==> src/rtl/cart_load_ctrl.sv <==
// Cart download sequencer: writes HPS images into cart RAM port B, parses the A78 header,
// and holds the core in reset until loading is done. Define CART_PAD_EN to enable 0xFF padding.
module cart_load_ctrl #(
  parameter int unsigned ADDR_W   = 18,
  parameter int unsigned HDR_LEN  = 128,
  parameter int unsigned HOLD_CYC = 16
) (
  input  logic              clk_sys,
  input  logic              reset_n,
  input  logic              ioctl_download,
  input  logic [7:0]        ioctl_index,
  input  logic [24:0]       ioctl_addr,
  input  logic [7:0]        ioctl_dout,
  input  logic              ioctl_wr,
  output logic [ADDR_W-1:0] ram_addr,
  output logic [7:0]        ram_data,
  output logic              ram_we,
  output logic              cart_is_7800,
  output logic [31:0]       cart_size,
  output logic [15:0]       cart_flags,
  output logic              cart_region,
  output logic              core_reset,
  output logic              busy
);

  localparam int unsigned CNT_W = (HOLD_CYC > 1) ? $clog2(HOLD_CYC) : 1;
  localparam logic [24:0] HDR_A = 25'(HDR_LEN);
  localparam logic [31:0] HDR_S = 32'(HDR_LEN);
  localparam logic [39:0] MAGIC = 40'h41_54_41_52_49;

  typedef enum logic [2:0] {
    S_IDLE,
    S_LOAD,
`ifdef CART_PAD_EN
    S_PAD,
`endif
    S_HOLD,
    S_RUN
  } state_t;

  state_t             state_q, state_d;
  logic               cart_dl, cart_dl_q, dl_rise, dl_fall;
  logic [39:0]        magic_q, magic_d;
  logic [15:0]        flags_q, flags_d;
  logic               region_q, region_d;
  logic [24:0]        last_addr_q, last_addr_d;
  logic               any_wr_q, any_wr_d;
  logic [31:0]        size_q, size_d;
  logic [CNT_W-1:0]   cnt_q, cnt_d;
  logic [ADDR_W-1:0]  ram_addr_q, ram_addr_d;
  logic [7:0]         ram_data_q, ram_data_d;
  logic               ram_we_q, ram_we_d;
  logic               is_7800;
  logic [24:0]        xl_addr;
  logic               in_range;
  logic [31:0]        total, size_calc;
`ifdef CART_PAD_EN
  logic [ADDR_W:0]    pad_addr_q, pad_addr_d, pad_end_q, pad_end_d;
  logic [32:0]        pad_top, pad_cap;
`endif

  always_comb begin
    cart_dl  = ioctl_download & (ioctl_index != 8'd0);
    dl_rise  = cart_dl & ~cart_dl_q;
    dl_fall  = ~cart_dl & cart_dl_q;
    is_7800  = (magic_q == MAGIC);
    xl_addr  = (is_7800 && ioctl_addr >= HDR_A) ? ioctl_addr - HDR_A : ioctl_addr;
    in_range = ((xl_addr >> ADDR_W) == '0);
    total    = 32'(last_addr_q) + 32'd1;
    if (!any_wr_q)
      size_calc = '0;
    else if (!is_7800)
      size_calc = total;
    else if (total <= HDR_S)
      size_calc = '0;
    else
      size_calc = total - HDR_S;
  end

`ifdef CART_PAD_EN
  always_comb begin
    pad_cap = 33'd1 << ADDR_W;
    pad_top = 33'd4096;
    for (int unsigned i = 0; i < ADDR_W; i++) begin
      if (pad_top < {1'b0, size_calc} && pad_top < pad_cap)
        pad_top = pad_top << 1;
    end
    if (pad_top > pad_cap)
      pad_top = pad_cap;
  end
`endif

  always_comb begin
    state_d     = state_q;
    magic_d     = magic_q;
    flags_d     = flags_q;
    region_d    = region_q;
    last_addr_d = last_addr_q;
    any_wr_d    = any_wr_q;
    size_d      = size_q;
    cnt_d       = cnt_q;
    ram_addr_d  = ram_addr_q;
    ram_data_d  = ram_data_q;
    ram_we_d    = 1'b0;
`ifdef CART_PAD_EN
    pad_addr_d  = pad_addr_q;
    pad_end_d   = pad_end_q;
`endif
    if (dl_rise) begin
      state_d     = S_LOAD;
      magic_d     = '0;
      flags_d     = '0;
      region_d    = 1'b0;
      last_addr_d = '0;
      any_wr_d    = 1'b0;
      cnt_d       = CNT_W'(HOLD_CYC - 1);
    end else begin
      case (state_q)
        S_LOAD: begin
          if (dl_fall) begin
            size_d  = size_calc;
            state_d = S_HOLD;
            cnt_d   = CNT_W'(HOLD_CYC - 1);
`ifdef CART_PAD_EN
            if ({1'b0, size_calc} < pad_top) begin
              state_d    = S_PAD;
              pad_addr_d = size_calc[ADDR_W:0];
              pad_end_d  = pad_top[ADDR_W:0];
            end
`endif
          end else if (ioctl_wr) begin
            last_addr_d = ioctl_addr;
            any_wr_d    = 1'b1;
            if (ioctl_addr >= 25'd1 && ioctl_addr <= 25'd5)
              magic_d = {magic_q[31:0], ioctl_dout};
            if (ioctl_addr == 25'd53)
              flags_d[15:8] = ioctl_dout;
            if (ioctl_addr == 25'd54)
              flags_d[7:0] = ioctl_dout;
            if (ioctl_addr == 25'd57)
              region_d = ioctl_dout[0];
            if (in_range) begin
              ram_we_d   = 1'b1;
              ram_addr_d = xl_addr[ADDR_W-1:0];
              ram_data_d = ioctl_dout;
            end
          end
        end
`ifdef CART_PAD_EN
        S_PAD: begin
          ram_we_d   = 1'b1;
          ram_addr_d = pad_addr_q[ADDR_W-1:0];
          ram_data_d = 8'hFF;
          pad_addr_d = pad_addr_q + 1'b1;
          if (pad_addr_q + 1'b1 == pad_end_q) begin
            state_d = S_HOLD;
            cnt_d   = CNT_W'(HOLD_CYC - 1);
          end
        end
`endif
        S_HOLD: begin
          if (cnt_q == '0)
            state_d = S_RUN;
          else
            cnt_d = cnt_q - 1'b1;
        end
        default: ;
      endcase
    end
  end

  // cart_dl_q resets high so a download still active across reset is not seen as a new rise.
  always_ff @(posedge clk_sys or negedge reset_n) begin
    if (!reset_n) begin
      state_q     <= S_IDLE;
      cart_dl_q   <= 1'b1;
      magic_q     <= '0;
      flags_q     <= '0;
      region_q    <= 1'b0;
      last_addr_q <= '0;
      any_wr_q    <= 1'b0;
      size_q      <= '0;
      cnt_q       <= '0;
      ram_addr_q  <= '0;
      ram_data_q  <= '0;
      ram_we_q    <= 1'b0;
`ifdef CART_PAD_EN
      pad_addr_q  <= '0;
      pad_end_q   <= '0;
`endif
    end else begin
      state_q     <= state_d;
      cart_dl_q   <= cart_dl;
      magic_q     <= magic_d;
      flags_q     <= flags_d;
      region_q    <= region_d;
      last_addr_q <= last_addr_d;
      any_wr_q    <= any_wr_d;
      size_q      <= size_d;
      cnt_q       <= cnt_d;
      ram_addr_q  <= ram_addr_d;
      ram_data_q  <= ram_data_d;
      ram_we_q    <= ram_we_d;
`ifdef CART_PAD_EN
      pad_addr_q  <= pad_addr_d;
      pad_end_q   <= pad_end_d;
`endif
    end
  end

  assign ram_addr     = ram_addr_q;
  assign ram_data     = ram_data_q;
  assign ram_we       = ram_we_q;
  assign cart_is_7800 = is_7800;
  assign cart_size    = size_q;
  assign cart_flags   = flags_q;
  assign cart_region  = region_q;
  assign core_reset   = (state_q != S_RUN);
  assign busy         = (state_q != S_RUN);

endmodule

==> config.mk <==
export PLATFORM = sky130hd
export DESIGN_NAME = cart_load_ctrl
export DESIGN_NICKNAME = d
export VERILOG_FILES = /design/src/rtl/cart_load_ctrl.sv
export SDC_FILE = /design/constraint.sdc
export NUM_CORES = 1
export LEC_CHECK = 0
export BUFFER_PORTS_ARGS = -buffer_cell sky130_fd_sc_hd__buf_2
export CAP_MARGIN = 40
export CORE_UTILIZATION = 35
export DETAILED_ROUTE_END_ITERATION = 10
export GPL_TIMING_DRIVEN = 0
export PLACE_DENSITY_LB_ADDON = 0.25
export RECOVER_POWER = 50
export SLEW_MARGIN = 30
export SYNTH_ARGS = -nofsm -noshare
export SYNTH_HDL_FRONTEND = slang
export SYNTH_SLANG_ARGS = --single-unit
==> constraint.sdc <==
create_clock -name clk_sys -period 3.3 [get_ports clk_sys]
set_input_delay 0.33 -clock clk_sys [delete_from_list [all_inputs] [get_ports clk_sys]]
set_output_delay 0.33 -clock clk_sys [all_outputs]
set_load 0.005 [all_outputs]
==> summary.md <==
Walking the worst path, the cells encountered are ha_4 -> nand2_2 -> nor3_2 -> xnor2_1 -> ha_2 -> inv_1 -> or4_4 -> a21oi_4 -> and2_1 -> o21ai_0 -> xor2_1 -> a22o_1. Measured against its own limit, the worst slew margin works out to -37.6%. In this run the cell area of the synthesized design comes to 0.00739 mm^2.

The worst hold path belongs to the class in2reg. The global-route usage over all layers was 18.5%; the placed standard-cell area was 0.00842 mm^2. The first detailed-routing pass ran for 5 iterations. After layout, the design draws a total of 0.00491 W.

The initial antenna violation count came out at 1. The dominant synthesized flop cell was dfrtp_1. Highest achievable clock rate: 317 MHz. In this run the worst path has a maximum fanout of 7.

The checks that failed: capacitance limit, slew limit. Biggest cell delay along the critical path: 0.62 ns. Number of endpoints failing setup at the final stage: 0. The antenna diode count is 0, and the count of final max-slew check failures is 83. STA classifies the critical path endpoint as a flop.

The run finished, with violations left. After detailed routing, the average wire length per cell comes to 17.1 um. For the source-to-sink clock delay at the later pin of the worst-skew pair, the log shows 0.42 ns. The floorplan die height is 147 um.

After synthesis, the netlist uses 69 different library cells. Compared with the post-synthesis result, the final layout area differs by 23.1%. In this run the count of I/O pins placed on the die edge is 124.

The die covers 0.0217 mm^2. The tree built by TritonCTS fans out to 144 sinks. Post-synthesis cell type with the largest combined area: dfrtp_1. The critical path arrival was 3.47 ns; the global-route wire length before repair was 31400 um. The total area inside the core boundary comes to 0.0205 mm^2. Detailed placement ended at an HPWL of 14200 um. The via count of the first global-routing pass is 5587. Entering global routing, the biggest net connects 83 pins.

For the number of buffers inserted during clock tree synthesis, the log shows 17. After Yosys synthesis, full adders, half adders and majority gates account for 1.18% of the synthesized area. Summing over every cut layer, the via total after detailed routing is 5943.

The analysis attributes to cell leakage a power of 4.35 nW. After detailed placement, the design holds a cell count of 1094. Setup repair after global routing left no endpoint under its margin. The average via count per standard cell is 5.24, and the total wire length is 19400 um. For the pin with the worst max-slew slack, the measured transition is 2.06 ns. For this run the aggregate overflow at the end of global routing stands at 0. The cell with the largest stage delay on the worst path is or4_4.

After technology mapping, the gate count stands at 699. Synthesis produced a netlist with a net count of 751. Counting flops and latches in the post-synthesis netlist gives 144. The longest clock path from root to sink contains 2 buffers. The Yosys step of the flow raised 0 warnings. The floorplan has 52 rows.

Most frequent cell after synthesis: dfrtp_1. The top cell type by area accounts for 48.4% of the synthesized area. After synthesis, the largest family of logic cells by area is simple AND/OR/NAND/NOR gates.

The number of max-cap violations was 1; the register area share after synthesis was 48.8%. Clock skew on the completed layout was measured at 0.0151 ns. For the number of nets at the end of the flow, the log shows 904. Yosys attributes the largest share of cell area to dfrtp_1 (48%), a22o_1 (9.4%), nand2_1 (3.6%).

The tools report the post-layout instance count excluding filler cells as 1135. The worst-case IR drop observed on VDD is 0.376 mV. Port buffering added 123 buffers.

The path type of the worst setup path was reg2reg. Measured along the x axis, the die boundary spans 147 um. The share of layout cells above drive strength 1 is 27.9%, and the number of H-tree levels is 4. The final antenna-violating net count was 0; the final instance area was 0.00910 mm^2. The detailed router finished its first iteration with 444 violations. Of all flip-flops after synthesis, the portion carrying an async set or reset was 100%. TritonCTS built the clock tree.

The starting density of the core is 36.1%. Sorting the synthesized cells by how often they occur yields dfrtp_1 (143), a22o_1 (79), nand2_1 (71). For this design the ratio of total power to cell area is 539 mW/mm^2.

The clock transition at the registers of the reported paths is 0.06 ns. The portion of synthesized area spent on multiplexers is 5.50%. Summing the areas of all xor and xnor instances in the mapped netlist gives 5.09% of the synthesized area. The number of filler cells placed in the layout is 1993, and the post-route DRC violation count is 0. The number of enable-type register cells in the synthesized netlist is 0.

In this run the mean area of a mapped cell was 10.6 um^2. The final cycle utilization of the critical path was 95.7%; the shortest period the worst path allows was 3.16 ns. The buffer type at the clock tree root is clkbuf_16.

The number of hold violations in the final report was 0. The share of the synthesized area in compound gates (AO/OA/AOI/OAI) is 17.5%, and the critical path data required time is 3.61 ns. At the end of routability-driven placement, the weighted congestion stood at 0.911. Once layout is complete, the utilization of the core stands at 44.4%. The post-synthesis share of cell area spent on and, or, nand and nor gates works out to 17.8%. The category of the worst setup path launch point was a flop.
-- power breakdown --
group          leakage (nW)  switching, W  internal, W
Combinational          2.12      0.000489     0.000398
Sequential             1.94      0.000143      0.00194
Clock                 0.285      0.000789      0.00115
-- flip-flops by register name, summed over array words and instances, names as in the netlist --
name,cells
magic_q,40
cart_dl_q,1
ram_data,8
state_q,2
any_wr_q,1
cart_size,27
last_addr_q,25
cart_flags,16
ram_we,1
cart_region,1
ram_addr,18
cnt_q,4
-- worst paths after layout --
path | from | endpoint | slack, ns | cells after the start
max | last_addr_q[0] | cart_size[17] | 0.14 | 12
min | ioctl_addr[21] | last_addr_q[21] | 0.15 | 2
max reg2reg | last_addr_q[0] | cart_size[17] | 0.14 | 12
min reg2reg | ram_addr[12] | ram_addr[12] | 0.48 | 2
max in group asynchronous | reset_n | magic_q[36] | 0.54 | 4
min in group asynchronous | reset_n | cart_size[0] | 1.26 | 3
-- metal layers --
| metal | global-route usage, % | share of wire (%) | wire (um) |
|---|---|---|---|
| met5 | 0 | 0 | 0 |
| met1 | 26.9 | 50 | 9670 |
| met4 | 4.12 | 0.95 | 184 |
| met2 | 27.5 | 44 | 8570 |
| met3 | 4.60 | 5.0 | 967 |
-- cell usage in the layout, fill, tap and decap left out, types with 4 or more instances in the layout --
| cell | count |
|---|---|
| and2_1 | 6 |
| mux2_2 | 17 |
| ha_1 | 5 |
| clkbuf_1 | 37 |
| a22o_1 | 79 |
| buf_4 | 19 |
| xnor2_1 | 27 |
| o21ai_0 | 35 |
| a21o_1 | 8 |
| mux2_4 | 11 |
| and3_1 | 12 |
| nor4b_1 | 7 |
| nand4_1 | 13 |
| clkbuf_16 | 17 |
| inv_6 | 5 |
| nand2_1 | 70 |
| inv_1 | 18 |
| mux2i_1 | 5 |
| nor3_1 | 14 |
| dfrtp_1 | 141 |
| nor4_1 | 11 |
| nor2b_1 | 10 |
| xor2_1 | 15 |
| a31oi_1 | 5 |
| buf_2 | 122 |
| a21oi_1 | 15 |
| nor2_1 | 29 |
| nand3_1 | 25 |
| or2_2 | 4 |
-- metrics by stage --
stage | hold WS, ns | worst slack [ns] | TNS (ns)
2_1_floorplan | 0.0344 | 0.103 | 0
3_3_place_gp | 0.462 | -0.553 | -53.95
3_5_place_dp | 0.372 | -0.559 | -3.54
4_1_cts | 0.138 | -0.0210 | -0.0210
5_1_grt | 0.139 | 0.00621 | 0
6_report | 0.148 | 0.142 | 0
-- cells by family after synthesis --
logic type               Yosys count
adder cells (fa/ha/maj)            7
buffers and inverters             67
AND/OR/NAND/NOR                  237
XOR/XNOR                          43
AO/OA/AOI/OAI                    168
multiplexers                      33
flip-flops                       144
-- timing repair --
item,CTS,global route
setup buffers,1,8
resized for setup,8,7
pin swaps,1,3
endpoints found under the setup margin,30,31
hold buffers,1,0
endpoints found under the hold margin,80,0
-- critical path, delay by kind of cell (launching register included) --
kind                       cells  cell delay [ns]
buffers and inverters          1             0.06
AOI/OAI and AO/OA              3             0.56
xor gates and xnor gates       2             0.46
DFF                            1             0.47
and+or+nand+nor                4             1.03
adders and majority gates      2             0.48
-- area by class of cell --
type	instances	area (um^2)	area share [%]
tap	270	338	3.71
buffer	48	239	2.63
clock inverter	13	150	1.65
clock buffer	19	443	4.87
inverter	18	67.6	0.743
sequential	144	3610	39.7
timing repair buffer	135	701	7.70
multi-input combinational	488	3550	39.0
Note: power is estimated with default switching activity, not from simulation.
